### src/rtl/ram_ctrl_if.sv
// Bundle between ram_ctrl and its neighbours: key pulses in, RAM port out, display bus out.
interface ram_ctrl_if;
    logic        wr_flag;
    logic        rd_flag;
    logic [7:0]  rd_data;
    logic        wr_en;
    logic        rd_en;
    logic [7:0]  addr;
    logic [7:0]  wr_data;
    logic [19:0] data;
    logic [5:0]  point;
    logic        sign;
    logic        seg_en;

    modport master (
        input  wr_flag, rd_flag, rd_data,
        output wr_en, rd_en, addr, wr_data, data, point, sign, seg_en
    );

    modport slave (
        output wr_flag, rd_flag, rd_data,
        input  wr_en, rd_en, addr, wr_data, data, point, sign, seg_en
    );
endinterface

### src/rtl/ram_ctrl.sv
// Fills a 256x8 RAM with a ramp, then cycles through it at a visible rate and
// forwards each read byte to the six-digit seven-segment display bus.
// state | meaning
// IDLE  | no RAM access, address held
// WRITE | one write per cycle, wr_data = addr, 0..ADDR_MAX
// READ  | rd_en held, address advances every CNT_MAX+1 cycles
module ram_ctrl #(
    parameter logic [23:0] CNT_MAX  = 24'd9_999_999,
    parameter logic [7:0]  ADDR_MAX = 8'd255
) (
    input  logic       sys_clk,
    input  logic       sys_rst_n,
    ram_ctrl_if.master bus
);

    typedef enum logic [1:0] {
        IDLE  = 2'd0,
        WRITE = 2'd1,
        READ  = 2'd2
    } state_t;

    state_t      r_state;
    state_t      w_state_nxt;
    logic [7:0]  r_addr;
    logic [7:0]  w_addr_nxt;
    logic [7:0]  r_wr_data;
    logic [7:0]  w_wr_data_nxt;
    logic        r_wr_en;
    logic        w_wr_en_nxt;
    logic        r_rd_en;
    logic        w_rd_en_nxt;
    logic [23:0] r_cnt;
    logic [23:0] w_cnt_nxt;
    logic        r_rd_en_d1;
    logic [7:0]  r_data;
    logic        r_seg_en;

    always_ff @(posedge sys_clk or negedge sys_rst_n) begin
        if (!sys_rst_n) begin
            r_state <= IDLE;
        end else begin
            r_state <= w_state_nxt;
        end
    end

    // Write pulse outranks read pulse everywhere it is honoured.
    always_comb begin
        w_state_nxt   = r_state;
        w_addr_nxt    = r_addr;
        w_wr_en_nxt   = 1'b0;
        w_rd_en_nxt   = 1'b0;
        w_wr_data_nxt = 8'd0;
        w_cnt_nxt     = 24'd0;
        case (r_state)
            IDLE: begin
                if (bus.wr_flag) begin
                    w_state_nxt = WRITE;
                    w_addr_nxt  = 8'd0;
                    w_wr_en_nxt = 1'b1;
                end else if (bus.rd_flag) begin
                    w_state_nxt = READ;
                    w_addr_nxt  = 8'd0;
                    w_rd_en_nxt = 1'b1;
                end
            end
            WRITE: begin
                if (r_addr == ADDR_MAX) begin
                    w_state_nxt = IDLE;
                    w_addr_nxt  = 8'd0;
                end else begin
                    w_addr_nxt    = r_addr + 8'd1;
                    w_wr_data_nxt = r_addr + 8'd1;
                    w_wr_en_nxt   = 1'b1;
                end
            end
            READ: begin
                if (bus.wr_flag) begin
                    w_state_nxt = WRITE;
                    w_addr_nxt  = 8'd0;
                    w_wr_en_nxt = 1'b1;
                end else if (bus.rd_flag) begin
                    w_state_nxt = IDLE;
                end else begin
                    w_rd_en_nxt = 1'b1;
                    if (r_cnt == CNT_MAX) begin
                        w_addr_nxt = (r_addr == ADDR_MAX) ? 8'd0 : r_addr + 8'd1;
                    end else begin
                        w_cnt_nxt = r_cnt + 24'd1;
                    end
                end
            end
            default: begin
                w_state_nxt = IDLE;
                w_addr_nxt  = 8'd0;
            end
        endcase
    end

    // RAM read latency is one cycle, so capture follows rd_en by one.
    always_ff @(posedge sys_clk or negedge sys_rst_n) begin
        if (!sys_rst_n) begin
            r_addr     <= 8'd0;
            r_wr_en    <= 1'b0;
            r_rd_en    <= 1'b0;
            r_wr_data  <= 8'd0;
            r_cnt      <= 24'd0;
            r_rd_en_d1 <= 1'b0;
            r_data     <= 8'd0;
            r_seg_en   <= 1'b0;
        end else begin
            r_addr     <= w_addr_nxt;
            r_wr_en    <= w_wr_en_nxt;
            r_rd_en    <= w_rd_en_nxt;
            r_wr_data  <= w_wr_data_nxt;
            r_cnt      <= w_cnt_nxt;
            r_rd_en_d1 <= r_rd_en;
            if (r_rd_en_d1) begin
                r_data   <= bus.rd_data;
                r_seg_en <= 1'b1;
            end
        end
    end

    assign bus.wr_en   = r_wr_en;
    assign bus.rd_en   = r_rd_en;
    assign bus.addr    = r_addr;
    assign bus.wr_data = r_wr_data;
    assign bus.data    = {12'd0, r_data};
    assign bus.point   = 6'b000000;
    assign bus.sign    = 1'b0;
    assign bus.seg_en  = r_seg_en;

endmodule
### src/flat_wrapper.sv
// flat-port wrapper written by rule: the top's interface ports become plain ports
module ram_ctrl_flat 
#(
    parameter logic [23:0] CNT_MAX  = 24'd9_999_999,
    parameter logic [7:0]  ADDR_MAX = 8'd255
)
  (sys_clk, sys_rst_n, bus_wr_flag, bus_rd_flag, bus_rd_data, bus_wr_en, bus_rd_en, bus_addr, bus_wr_data, bus_data, bus_point, bus_sign, bus_seg_en);
  ram_ctrl_if bus_i ();
  input  logic sys_clk;
  input  logic sys_rst_n;
  input wire logic [$bits(bus_i.wr_flag)-1:0] bus_wr_flag;
  input wire logic [$bits(bus_i.rd_flag)-1:0] bus_rd_flag;
  input wire logic [$bits(bus_i.rd_data)-1:0] bus_rd_data;
  output wire logic [$bits(bus_i.wr_en)-1:0] bus_wr_en;
  output wire logic [$bits(bus_i.rd_en)-1:0] bus_rd_en;
  output wire logic [$bits(bus_i.addr)-1:0] bus_addr;
  output wire logic [$bits(bus_i.wr_data)-1:0] bus_wr_data;
  output wire logic [$bits(bus_i.data)-1:0] bus_data;
  output wire logic [$bits(bus_i.point)-1:0] bus_point;
  output wire logic [$bits(bus_i.sign)-1:0] bus_sign;
  output wire logic [$bits(bus_i.seg_en)-1:0] bus_seg_en;
  assign bus_i.wr_flag = bus_wr_flag;
  assign bus_i.rd_flag = bus_rd_flag;
  assign bus_i.rd_data = bus_rd_data;
  assign bus_wr_en = bus_i.wr_en;
  assign bus_rd_en = bus_i.rd_en;
  assign bus_addr = bus_i.addr;
  assign bus_wr_data = bus_i.wr_data;
  assign bus_data = bus_i.data;
  assign bus_point = bus_i.point;
  assign bus_sign = bus_i.sign;
  assign bus_seg_en = bus_i.seg_en;
  ram_ctrl #(.CNT_MAX(CNT_MAX), .ADDR_MAX(ADDR_MAX)) u_core (.sys_clk(sys_clk), .sys_rst_n(sys_rst_n), .bus(bus_i));
endmodule
### config.mk
export PLATFORM = sky130hd
export DESIGN_NAME = ram_ctrl_flat
export DESIGN_NICKNAME = d
export VERILOG_FILES = /design/src/rtl/ram_ctrl_if.sv /design/src/rtl/ram_ctrl.sv /design/src/flat_wrapper.sv
export SDC_FILE = /design/constraint.sdc
export NUM_CORES = 1
export LEC_CHECK = 0
export CAP_MARGIN = 20
export CORE_ASPECT_RATIO = 2
export CORE_MARGIN = 2
export CORE_UTILIZATION = 25
export DETAILED_ROUTE_END_ITERATION = 8
export SLEW_MARGIN = 10
export SYNTH_ARGS = -nofsm -noshare
export SYNTH_HDL_FRONTEND = slang
export SYNTH_SLANG_ARGS = --single-unit
export TNS_END_PERCENT = 1
### constraint.sdc
create_clock -name sys_clk -period 5.68 [get_ports sys_clk]
set_input_delay 1.42 -clock sys_clk [delete_from_list [all_inputs] [get_ports sys_clk]]
set_output_delay 1.42 -clock sys_clk [all_outputs]
set_load 0.01 [all_outputs]
==> PnR_summary.wiki <==
{| class="wikitable"
! Metric !! Value
|-
| Cell Area, Placed || 3200 um^2
|-
| Status || finished clean
|-
| Final setup viols || 0
|-
| Min-Delay Path Class || reg2reg
|-
| Avg Vias per Cell || 4.30
|-
| Final setup margin || 2.66 ns
|-
| Final-layout fill cell count || 1,107
|-
| Data required time of the worst path || 5.87 ns
|-
| Combined area of the multi-input logic cells || 1250 um^2
|-
| Ratio of cells with drive above 1 in the final layout || 7.52%
|-
| Initial antenna violation count || 0
|-
| Area leader, netlist || sky130_fd_sc_hd__dfrtp_1
|-
| Hold Worst Slack || 0.387 ns
|-
| Total non-filler cell area in the finished layout || 3330 um^2
|-
| Routed wire length on met3 || 269 um
|-
| Highest routed metal layer || met4
|-
| Largest clock skew in the final design || 0.00619 ns
|-
| Final Hold Viols || 0
|-
| Total routed wire length on the met1 layer || 2590 um
|-
| Total I/O pin count || 58
|-
| Pwr dens || 325 nW/um^2
|-
| Number of setup buffers added after CTS || 0
|-
| First-pass iteration count of the detailed router || 6
|-
| TritonCTS clock tree || done
|-
| Crit path kind || in2reg
|-
| Total of cells resized after clock tree synthesis || 0
|-
| Arrival time at the worst endpoint || 3.20 ns
|-
| Mean instance size in the synthesized netlist || 10.3 um^2
|-
| Final setup TNS || 0 ns
|-
| Remaining global-route overflow || 0
|-
| Number of max-cap violations || 0
|-
| Register area || 1350 um^2
|-
| Clock input transition at the sequential cells of the worst setup and hold paths || 0.06 ns
|-
| # clock sinks || 54
|-
| Highest attainable clock frequency || 332 MHz
|-
| Die extent in y || 152 um
|-
| Setup repair after global routing missed its margin || no
|-
| Final routed DRC violation total || 0
|-
| Pin count of the biggest net entering global routing || 55
|-
| Wire length of the first global-routing pass || 8830 um
|-
| Final weighted congestion in routability-driven placement || 0.767
|-
| Wirelength per Cell || 11.8 um
|-
| Area share of the leading cell type in the synthesized netlist || 49.5%
|-
| Dominant synthesized flop cell || sky130_fd_sc_hd__dfrtp_1
|-
| Worst slack, placed || 2.32 ns
|-
| Final number of max-transition violations || 0
|-
| Routed wire length on met2 || 2400 um
|-
| Largest cells by area after synthesis || sky130_fd_sc_hd__dfrtp_1 (50%), sky130_fd_sc_hd__xnor2_1 (5.5%), sky130_fd_sc_hd__buf_4 (5.2%), sky130_fd_sc_hd__nor2_1 (5.1%), sky130_fd_sc_hd__nand3_1 (3.3%)
|-
| Seq/Total Area, Yosys || 49.5%
|-
| Vias in the first global route || 1,772
|-
| Vias || 1,916
|-
| Setup slack, reg-to-reg || 3.41 ns
|-
| Netlist Area Pre-Place || 2730 um^2
|-
| Post-layout net count || 324
|-
| Number of different library cells in the post-synthesis netlist || 46
|-
| CTS H-tree depth || 2
|-
| Post-route ant nets || 0
|-
| Crit-path max FO || 23
|-
| HPWL after detailed placement || 3760 um
|-
| Actual transition at the worst max-transition pin || 0.866 ns
|-
| Post-cts hold buffer count || 0
|-
| Async set-reset flop share out of synthesis || 100%
|-
| Horizontal extent of the die || 77.9 um
|-
| Placed cell count || 439
|-
| DR iter-0 viols || 88
|-
| Kind of start point of the critical path || input pin
|-
| Worst max-slew margin expressed relative to the limit || 42.1%
|-
| Maximum buffer depth of the clock tree || 2
|-
| Non-filler cells in the finished layout || 446
|-
| Number of rows created at floorplan || 54
|-
| Aggregate global-route resource usage || 9.15%
|-
| Largest voltage drop on the vdd net || 0.155 mV
|-
| Most repeated cell in the gate-level netlist after synthesis || sky130_fd_sc_hd__dfrtp_1
|-
| Starting utilization of the core area || 25.4%
|-
| Core Area || 10,700 um^2
|-
| Final worst path period need || 3.02 ns
|-
| Pleak || 0.00135 uW
|-
| Most used standard cells in the synthesized netlist || sky130_fd_sc_hd__dfrtp_1 (54), sky130_fd_sc_hd__nor2_1 (37), sky130_fd_sc_hd__buf_4 (19), sky130_fd_sc_hd__nand3_1 (18), sky130_fd_sc_hd__xnor2_1 (17)
|-
| Die area || 11,800 um^2
|-
| Area growth from synthesis to layout || 22.1%
|-
| Share of the clock period used by the worst path || 53.1%
|-
| Critical Path Sink Type || flip-flop
|-
| Number of inserted diodes || 0
|-
| CTS Buf Count || 5
|-
| Detailed Route WL || 5270 um
|-
| Worst-skew pair later-pin latency || 0.28 ns
|-
| Clock root buffer || sky130_fd_sc_hd__clkbuf_16
|-
| Port Buffers || 38
|-
| Number of storage elements in the synthesis netlist || 54
|-
| Synthesized netlist cell count || 264
|-
| EDFF count, synth || 0
|-
| Count of warnings emitted by yosys || 0
|}
## critical path, cell delays in order
cell	delay, ns
sky130_fd_sc_hd__clkdlybuf4s50_1	0.52
sky130_fd_sc_hd__nor2b_1	0.27
sky130_fd_sc_hd__nand3_1	0.66
sky130_fd_sc_hd__nor2_1	0.32
## logic make-up after synthesis
logic type / after synthesis / synth area share [%]
adders and majority gates: 6 / 2.75
other: 1 / 0.137
muxes: 10 / 4.08
and+or+nand+nor: 105 / 20.8
DFF: 54 / 49.5
buffers and inverters: 31 / 6.97
xor gates and xnor gates: 23 / 7.39
AOI/OAI and AO/OA: 34 / 8.35
## state kept, by name, indices dropped and copies added (netlist names)
name and cells:
u_core.bus.wr_en 1, u_core.bus.seg_en 1, u_core.r_state 2, u_core.bus.wr_data 8
u_core.r_data 8, u_core.r_cnt 24, u_core.r_rd_en_d1 1, u_core.bus.rd_en 1
u_core.bus.addr 8
## report_power, final
part	internal [uW]	switching, uW
Combinational	162	163
Clock	161	123
Sequential	438	35.1
## placed cells by master (no fill, tap or decap), drive strengths merged, types with 3 or more instances in the layout
cell type | Yosys | layout
a21boi | 4 | 4
and4 | 4 | 4
o22ai | 3 | 3
a21oi | 7 | 7
nand3 | 18 | 18
inv | 9 | 9
clkbuf | 1 | 7
dfrtp | 54 | 54
nor3 | 6 | 6
xor2 | 6 | 6
mux2 | 9 | 9
o21ai | 11 | 11
xnor2 | 17 | 17
clkdlybuf4s50 | 0 | 37
nand2b | 6 | 6
conb | 1 | 19
nand2 | 11 | 11
nor2 | 37 | 37
and3 | 8 | 8
ha | 6 | 6
## routing by layer
layer,vias up,GRT usage (%)
met4,0,1.88
met5,-,0
met2,53,15.1
met3,2,1.72
met1,910,12.5
li1,951,-
## cell type report
| class | count | share of cell area [%] |
|---|---|---|
| Timing Repair Buffer | 39 | 11.5 |
| Sequential cell | 54 | 40.6 |
| Tap cell | 140 | 5.26 |
| Clock buffer | 7 | 3.98 |
| Inverter | 9 | 1.01 |
| Multi-Input combinational cell | 197 | 37.7 |
## stage by stage
step,total power [uW],util (%)
floorplan,672,-
global route,1160,31.0
global placement,805,29.8
finish,1080,31.0
CTS,1100,31.0
detailed placement,811,29.8
## path summary, 6_finish.rpt
| kind | start | endpoint | cells past startpoint |
|---|---|---|---|
| max in group asynchronous | sys_rst_n | u_core.bus.wr_data[2] | 2 |
| setup reg to reg | u_core.r_cnt[16] | u_core.r_cnt[22] | 5 |
| hold reg to reg | u_core.bus.rd_en | u_core.r_rd_en_d1 | 0 |
| min in group asynchronous | sys_rst_n | u_core.r_cnt[16] | 2 |
| hold / removal | u_core.bus.rd_en | u_core.r_rd_en_d1 | 0 |
| setup / recovery | bus_wr_flag | u_core.r_cnt[22] | 4 |
(Power assumes the default switching activity.)
